===== config.mk =====
export PLATFORM = sky130hd
export DESIGN_NAME = bus_arbiter_flat
export DESIGN_NICKNAME = d
export VERILOG_FILES = /design/src/rtl/bus_arbiter_if.sv /design/src/rtl/bus_arbiter.sv /design/src/flat_wrapper.sv
export SDC_FILE = /design/constraint.sdc
export NUM_CORES = 1
export LEC_CHECK = 0
export CAP_MARGIN = 40
export CORE_AREA = 2 2 88 90
export CTS_CLUSTER_DIAMETER = 100
export DETAILED_ROUTE_END_ITERATION = 10
export DIE_AREA = 0 0 90 92
export DONT_BUFFER_PORTS = 1
export GPL_TIMING_DRIVEN = 0
export PLACE_DENSITY = 0.32
export SLEW_MARGIN = 20
export SYNTH_ARGS = -nofsm -noshare
export SYNTH_HDL_FRONTEND = slang
export SYNTH_SLANG_ARGS = --single-unit

===== constraint.sdc =====
create_clock -name clk -period 1.4 [get_ports clk]
set_clock_uncertainty 0.15 [all_clocks]
set_input_delay 0.07 -clock clk [delete_from_list [all_inputs] [get_ports clk]]
set_output_delay 0.07 -clock clk [all_outputs]
set_load 0.1 [all_outputs]

===== src/rtl/bus_arbiter_if.sv =====
// Shared-bus signal bundle between the two masters, the arbiter and the two
// slaves. The arbiter uses the `slave` view: it serves the masters'
// requests and drives the slave-side bus. The `master` view is the
// opposite side, used by whatever drives requests and slave read data.
interface bus_arbiter_if;
    // Master 0 (CPU side)
    logic        m0_req;
    logic        m0_wr;
    logic [7:0]  m0_address;
    logic [31:0] m0_dout;
    // Master 1 (factorial master)
    logic        m1_req;
    logic        m1_wr;
    logic [7:0]  m1_address;
    logic [31:0] m1_dout;
    // Arbiter responses to the masters
    logic        m0_grant;
    logic        m1_grant;
    logic [31:0] m_din;
    // Shared slave bus
    logic [7:0]  s_address;
    logic        s_wr;
    logic [31:0] s_dout;
    logic        s0_sel;
    logic        s1_sel;
    logic [31:0] s0_din;
    logic [31:0] s1_din;

    modport slave (
        input  m0_req, m0_wr, m0_address, m0_dout,
        input  m1_req, m1_wr, m1_address, m1_dout,
        input  s0_din, s1_din,
        output m0_grant, m1_grant, m_din,
        output s_address, s_wr, s_dout, s0_sel, s1_sel
    );

    modport master (
        output m0_req, m0_wr, m0_address, m0_dout,
        output m1_req, m1_wr, m1_address, m1_dout,
        output s0_din, s1_din,
        input  m0_grant, m1_grant, m_din,
        input  s_address, s_wr, s_dout, s0_sel, s1_sel
    );
endinterface


===== src/rtl/bus_arbiter.sv =====
// Two-master / two-slave shared-bus arbiter with address decode.
// The owner keeps the bus while it requests; on release the bus passes
// straight to the other requester, giving round-robin under contention.
// Read data returns one cycle after the address via a registered select.
module bus_arbiter #(
    parameter logic [2:0] S0_BASE = 3'b000,
    parameter logic [2:0] S1_BASE = 3'b001
) (
    input  logic          clk,
    input  logic          reset,
    bus_arbiter_if.slave  bus
);

    typedef enum logic [1:0] {
        IDLE = 2'b00,
        GNT0 = 2'b01,
        GNT1 = 2'b10,
        BAD  = 2'b11
    } state_e;

    state_e      state_q, state_d;
    logic [1:0]  rd_sel_q, rd_sel_d;

    logic [7:0]  s_address;
    logic        s_wr;
    logic [31:0] s_dout;
    logic        s0_sel;
    logic        s1_sel;
    logic [31:0] m_din;
    logic        grant_active;

    // Next-state: current owner holds, otherwise hand to the other requester.
    always_comb begin
        // NOTE: default assigned first so no path leaves state_d unassigned (no latch).
        state_d = IDLE;
        case (state_q)
            IDLE: begin
                if (bus.m0_req)      state_d = GNT0;
                else if (bus.m1_req) state_d = GNT1;
            end
            GNT0: begin
                if (bus.m0_req)      state_d = GNT0;
                else if (bus.m1_req) state_d = GNT1;
            end
            GNT1: begin
                if (bus.m1_req)      state_d = GNT1;
                else if (bus.m0_req) state_d = GNT0;
            end
            default: state_d = IDLE;  // illegal encoding recovers to IDLE
        endcase
    end

    // Master mux, address decode, read-select capture and read-data return.
    always_comb begin
        s_address    = 8'h00;
        s_wr         = 1'b0;
        s_dout       = 32'h0;
        grant_active = 1'b0;
        if (state_q == GNT0) begin
            s_address    = bus.m0_address;
            s_wr         = bus.m0_wr;
            s_dout       = bus.m0_dout;
            grant_active = 1'b1;
        end else if (state_q == GNT1) begin
            s_address    = bus.m1_address;
            s_wr         = bus.m1_wr;
            s_dout       = bus.m1_dout;
            grant_active = 1'b1;
        end

        // Unmapped regions select nothing, so writes there are dropped
        // and reads return zero.
        s0_sel   = grant_active && (s_address[7:5] == S0_BASE);
        s1_sel   = grant_active && (s_address[7:5] == S1_BASE);
        rd_sel_d = {s1_sel, s0_sel} & ~{2{s_wr}};

        if (rd_sel_q[0])      m_din = bus.s0_din;
        else if (rd_sel_q[1]) m_din = bus.s1_din;
        else                  m_din = 32'h0;
    end

    // State and read-select registers; reset overrides all requests.
    always_ff @(posedge clk) begin
        // NOTE: sequential state uses non-blocking assignments only.
        if (reset) begin
            state_q  <= IDLE;
            rd_sel_q <= 2'b00;
        end else begin
            state_q  <= state_d;
            rd_sel_q <= rd_sel_d;
        end
    end

    assign bus.m0_grant  = (state_q == GNT0);
    assign bus.m1_grant  = (state_q == GNT1);
    assign bus.m_din     = m_din;
    assign bus.s_address = s_address;
    assign bus.s_wr      = s_wr;
    assign bus.s_dout    = s_dout;
    assign bus.s0_sel    = s0_sel;
    assign bus.s1_sel    = s1_sel;

endmodule


===== src/flat_wrapper.sv =====
// flat-port wrapper written by rule: the top's interface ports become plain ports
module bus_arbiter_flat 
#(
    parameter logic [2:0] S0_BASE = 3'b000,
    parameter logic [2:0] S1_BASE = 3'b001
)
  (clk, reset, bus_m0_req, bus_m0_wr, bus_m0_address, bus_m0_dout, bus_m1_req, bus_m1_wr, bus_m1_address, bus_m1_dout, bus_s0_din, bus_s1_din, bus_m0_grant, bus_m1_grant, bus_m_din, bus_s_address, bus_s_wr, bus_s_dout, bus_s0_sel, bus_s1_sel);
  bus_arbiter_if bus_i ();
  input  logic clk;
  input  logic reset;
  input wire logic [$bits(bus_i.m0_req)-1:0] bus_m0_req;
  input wire logic [$bits(bus_i.m0_wr)-1:0] bus_m0_wr;
  input wire logic [$bits(bus_i.m0_address)-1:0] bus_m0_address;
  input wire logic [$bits(bus_i.m0_dout)-1:0] bus_m0_dout;
  input wire logic [$bits(bus_i.m1_req)-1:0] bus_m1_req;
  input wire logic [$bits(bus_i.m1_wr)-1:0] bus_m1_wr;
  input wire logic [$bits(bus_i.m1_address)-1:0] bus_m1_address;
  input wire logic [$bits(bus_i.m1_dout)-1:0] bus_m1_dout;
  input wire logic [$bits(bus_i.s0_din)-1:0] bus_s0_din;
  input wire logic [$bits(bus_i.s1_din)-1:0] bus_s1_din;
  output wire logic [$bits(bus_i.m0_grant)-1:0] bus_m0_grant;
  output wire logic [$bits(bus_i.m1_grant)-1:0] bus_m1_grant;
  output wire logic [$bits(bus_i.m_din)-1:0] bus_m_din;
  output wire logic [$bits(bus_i.s_address)-1:0] bus_s_address;
  output wire logic [$bits(bus_i.s_wr)-1:0] bus_s_wr;
  output wire logic [$bits(bus_i.s_dout)-1:0] bus_s_dout;
  output wire logic [$bits(bus_i.s0_sel)-1:0] bus_s0_sel;
  output wire logic [$bits(bus_i.s1_sel)-1:0] bus_s1_sel;
  assign bus_i.m0_req = bus_m0_req;
  assign bus_i.m0_wr = bus_m0_wr;
  assign bus_i.m0_address = bus_m0_address;
  assign bus_i.m0_dout = bus_m0_dout;
  assign bus_i.m1_req = bus_m1_req;
  assign bus_i.m1_wr = bus_m1_wr;
  assign bus_i.m1_address = bus_m1_address;
  assign bus_i.m1_dout = bus_m1_dout;
  assign bus_i.s0_din = bus_s0_din;
  assign bus_i.s1_din = bus_s1_din;
  assign bus_m0_grant = bus_i.m0_grant;
  assign bus_m1_grant = bus_i.m1_grant;
  assign bus_m_din = bus_i.m_din;
  assign bus_s_address = bus_i.s_address;
  assign bus_s_wr = bus_i.s_wr;
  assign bus_s_dout = bus_i.s_dout;
  assign bus_s0_sel = bus_i.s0_sel;
  assign bus_s1_sel = bus_i.s1_sel;
  bus_arbiter #(.S0_BASE(S0_BASE), .S1_BASE(S1_BASE)) u_core (.clk(clk), .reset(reset), .bus(bus_i));
endmodule

==> PnR_summary.wiki <==
{| class="wikitable"
! Metric !! Value
|-
| Outcome || finished, violations left
|-
| Violated checks || setup timing
|-
| Maximum clock insertion buffer count || 2
|-
| Post-detailed-routing wire length || about 6900 um
|-
| End of the worst register-to-register path || u_core.rd_sel_q[1]
|-
| Fraction of the mapped netlist area in compound gates || slightly above 40%
|-
| Clock Tree Root || clkbuf_8
|-
| Area added between synthesis and finish || 157%
|-
| Transition time of the tightest slew-check pin || 0.834 ns
|-
| Clock sink count || 4
|-
| Final worst setup slack || -1.17 ns
|-
| Global Route Usage Sum || between 10% and 20%
|-
| Synthesized netlist net count || between 300 and 400
|-
| Leftover overflow at the end of global routing || 0
|-
| Antenna diode count || 0
|-
| Via count of the first global-routing pass || around 1800
|-
| TritonCTS Buffers || 3
|-
| Layout cells sized above 1 || between 70 and 80%
|-
| Startpoint of the worst setup timing path || u_core.state_q[0]
|-
| Data required time of the critical path || ~1.2 ns
|-
| Synth top cells by count || nand2_1 (83), o21ai_0 (39), a22o_1 (31), buf_2 (11), clkbuf_1 (5)
|-
| Slew Viols, Final || 0
|-
| Hold Crit Class || input pin to register
|-
| Largest voltage drop on the vdd net || roughly 0.27 mV
|-
| Largest net degree at the start of global routing || 11
|-
| CP endpoint kind || output port
|-
| Number of antenna violations at the first check in global routing || 0
|-
| Die ar. || just over 8000 um2
|-
| Fill cells || about 730
|-
| Critical path depth || 7
|-
| Number of remaining DRC errors || 0
|-
| Number of H-tree levels || 1
|-
| Number of standard cells after synthesis || 202
|-
| Routability congestion estimate || 0.799
|-
| TNS Setup || -49.19 ns
|-
| Most frequently used flop master after synthesis || dfxtp_1
|-
| Yosys warning count || 0
|-
| Relative contribution of sequential cells to total power || 6.1%
|-
| CTS tree || yes
|-
| Area of the mapped netlist || around 1200 um2
|-
| Net total in the final layout || approximately 400
|-
| Utilization after layout || 41.2%
|-
| Final Instance Count excl. Fillers || ~340
|-
| Power dissipated by switching net loads || approximately 1.4 mW
|-
| Dpl hpwl || 5520 um
|-
| Final critical path time including I/O delays and setup || about 2.6 ns
|-
| Cell count after placement || around 310
|-
| Top post-synthesis cells by area || nand2_1 (26%), a22o_1 (23%), o21ai_0 (16%)
|-
| Total power consumption of the routed design || 2.16 mW
|-
| Fmax achieved || 389 MHz
|-
| Combinational group share of total power || 82.8%
|-
| Average cell area after synthesis || 5.92 um2
|-
| Mean routed wirelength per cell || 20.1 um
|-
| Timing endpoint of the critical path || bus_s1_sel
|-
| Dominant combinational cell family by area after synthesis || compound AO/OA/AOI/OAI gates
|-
| Fraction of registers with async set or reset after synthesis || 0%
|-
| Setup Viol. Count Final || between 70 and 80
|-
| Pint || roughly 740 uW
|-
| Proportion of total power due to net switching || between 60% and 70%
|-
| Period utilization || 184%
|-
| Total via count in the routed design || about 1700
|-
| Global-route wire length before repair || a little over 10000 um
|-
| Initial DRC count || 25
|-
| Biggest fanout along the worst timing path || 5
|-
| Cell taking the most area after synthesis || nand2_1
|-
| Series of cell instances along the critical path || inv_4, ha_4, buf_8, nand2_4, o21ai_4, nor3b_4, buf_12
|-
| Power Density || 703 nW/um2
|-
| Startpoint of the most critical register-to-register path || u_core.state_q[0]
|-
| DRT antenna net count || 0
|-
| Number of placement rows || 32
|-
| Multiplexer area fraction after synthesis || 0%
|-
| Sequential cell area fraction in the yosys report || 6.70%
|-
| Number of synthesized flops with an enable pin || 0
|-
| Hold_ws || 0.0177 ns
|-
| Cell leakage power || 1.40 nW
|-
| Share of the synthesized area in the top cell type || 26.1%
|-
| Worst endpoint data arrival time || roughly 2.4 ns
|-
| Yosys cell types || 23
|-
| Core Footprint || 7450 um2
|-
| Setup repair after global routing missed its margin || true
|-
| Cells on worst reg2reg path || 6
|-
| Synthesis-stage register bit count || 4
|-
| Floorplan die width || about 90 um
|-
| Count of input and output buffers || 0
|-
| Final hold violations || 0
|-
| I/O pin count || between 200 and 250
|-
| Nature of the critical path startpoint || register
|-
| Reg-to-reg slack, setup || -0.75 ns
|-
| Slew Limit Headroom || roughly 44%
|-
| Die height || about 92 um
|-
| Number of buffers and inverters on the critical path || 3
|-
| Max-cap check violation count || 0
|-
| Clock share of power || approximately 11%
|-
| Post-synthesis share of cell area spent on xor and xnor gates || 0%
|-
| Post-synthesis share of cell area spent on full adders, half adders and majority gates || about 4.2%
|-
| Slowest stage cell on the critical path || o21ai_4
|-
| Worst-path clk slew || ~0.030 ns
|-
| Kind of cell adding the most delay to the critical path || compound AO/OA/AOI/OAI gates
|-
| Kind of critical path || register to output port
|-
| Simple-gate area share of the yosys netlist || between 30% and 40%
|-
| Initial standard-cell utilization of the core || between 15 and 20%
|-
| Count leader, synth || nand2_1
|-
| Routed vias/inst || roughly 5.0
|-
| Clock latency of the later-clocked register in the worst-skew pair || ~0.21 ns
|-
| Longest individual stage delay on the worst path || 0.64 ns
|-
| Drt pass-1 iters || 4
|}
==> layout make-up <==
class                      count  area (um2)  area share, %
tap                          102         128           4.16
clock buffer                   3        41.3           1.35
sequential                     4        90.1           2.94
multi-input combinational    174        2060           67.0
timing repair buffer          40         505           16.5
buffer                        18         233           7.59
inverter                       3        13.8          0.449
==> tightest hold or removal path, stage by stage <==
cell,delay (ns)
nand2_4,0.05
nand3b_1,0.15
nor4b_2,0.06
==> stage by stage <==
stage | worst slack, ns | cell area [um2]
2_1_floorplan | -1.38 | 2040
3_3_place_gp | -1.48 | 2170
3_5_place_dp | -1.08 | 2200
4_1_cts | -1.20 | 2690
5_1_grt | -1.25 | 3070
6_report | -1.17 | 3070
==> power by group through the flow <==
stage	Clock, mW	Sequential (mW)	Combinational, mW
floorplan	0	0.128	1.49
global placement	0	0.130	1.56
detailed placement	0	0.130	1.58
CTS	0.242	0.129	1.70
global route	0.251	0.132	1.84
finish	0.239	0.131	1.79
==> worst min path at each step <==
stage / cells past startpoint / to / start / slack (ns)
floorplan: 1 / u_core.state_q[1] / bus_m1_req / 0.05
global placement: 1 / u_core.state_q[1] / bus_m1_req / 0.05
detailed placement: 1 / u_core.state_q[1] / bus_m1_req / 0.06
CTS: 3 / u_core.rd_sel_q[0] / bus_m0_wr / 0.03
global route: 3 / u_core.rd_sel_q[0] / bus_m0_wr / 0.05
finish: 3 / u_core.rd_sel_q[1] / bus_m0_wr / 0.02
==> metal layers <==
metal	vias to the layer above	track usage [%]	share of wire [%]
met5	-	0	0
met4	0	3.46	1.8
met3	6	4.52	8.0
met2	117	29.5	57
met1	807	15.4	33
li1	787	-	-
==> repair_timing <==
action | in CTS | in global routing
gates cloned | 7 | 1
endpoints found under the setup margin | 79 | 79
resized for setup | 45 | 97
buffers inserted | 18 | 10
pin swaps | 25 | 67
hold buffers | 3 | 0
endpoints found under the hold margin | 4 | 0
==> registers in the layout, summed over array words and instances, names as in the netlist <==
signal,flops
u_core.rd_sel_q,2
u_core.state_q,2
==> cells in the final DEF, fill, tap and decap left out, types with 3 or more instances in the layout <==
| master | count |
|---|---|
| a22o_4 | 31 |
| buf_12 | 3 |
| buf_2 | 3 |
| buf_4 | 7 |
| buf_6 | 21 |
| buf_8 | 12 |
| clkbuf_16 | 3 |
| clkbuf_8 | 4 |
| dlygate4sd3_1 | 3 |
| nand2_1 | 40 |
| nand2_2 | 9 |
| nand2_4 | 33 |
| o21ai_4 | 40 |
==> kinds of logic after synthesis <==
family | after synthesis
compound gates | 73
buf+inv | 24
fa+ha+maj | 4
simple gates | 97
flops | 4
Power figures use the tool's default switching activity.
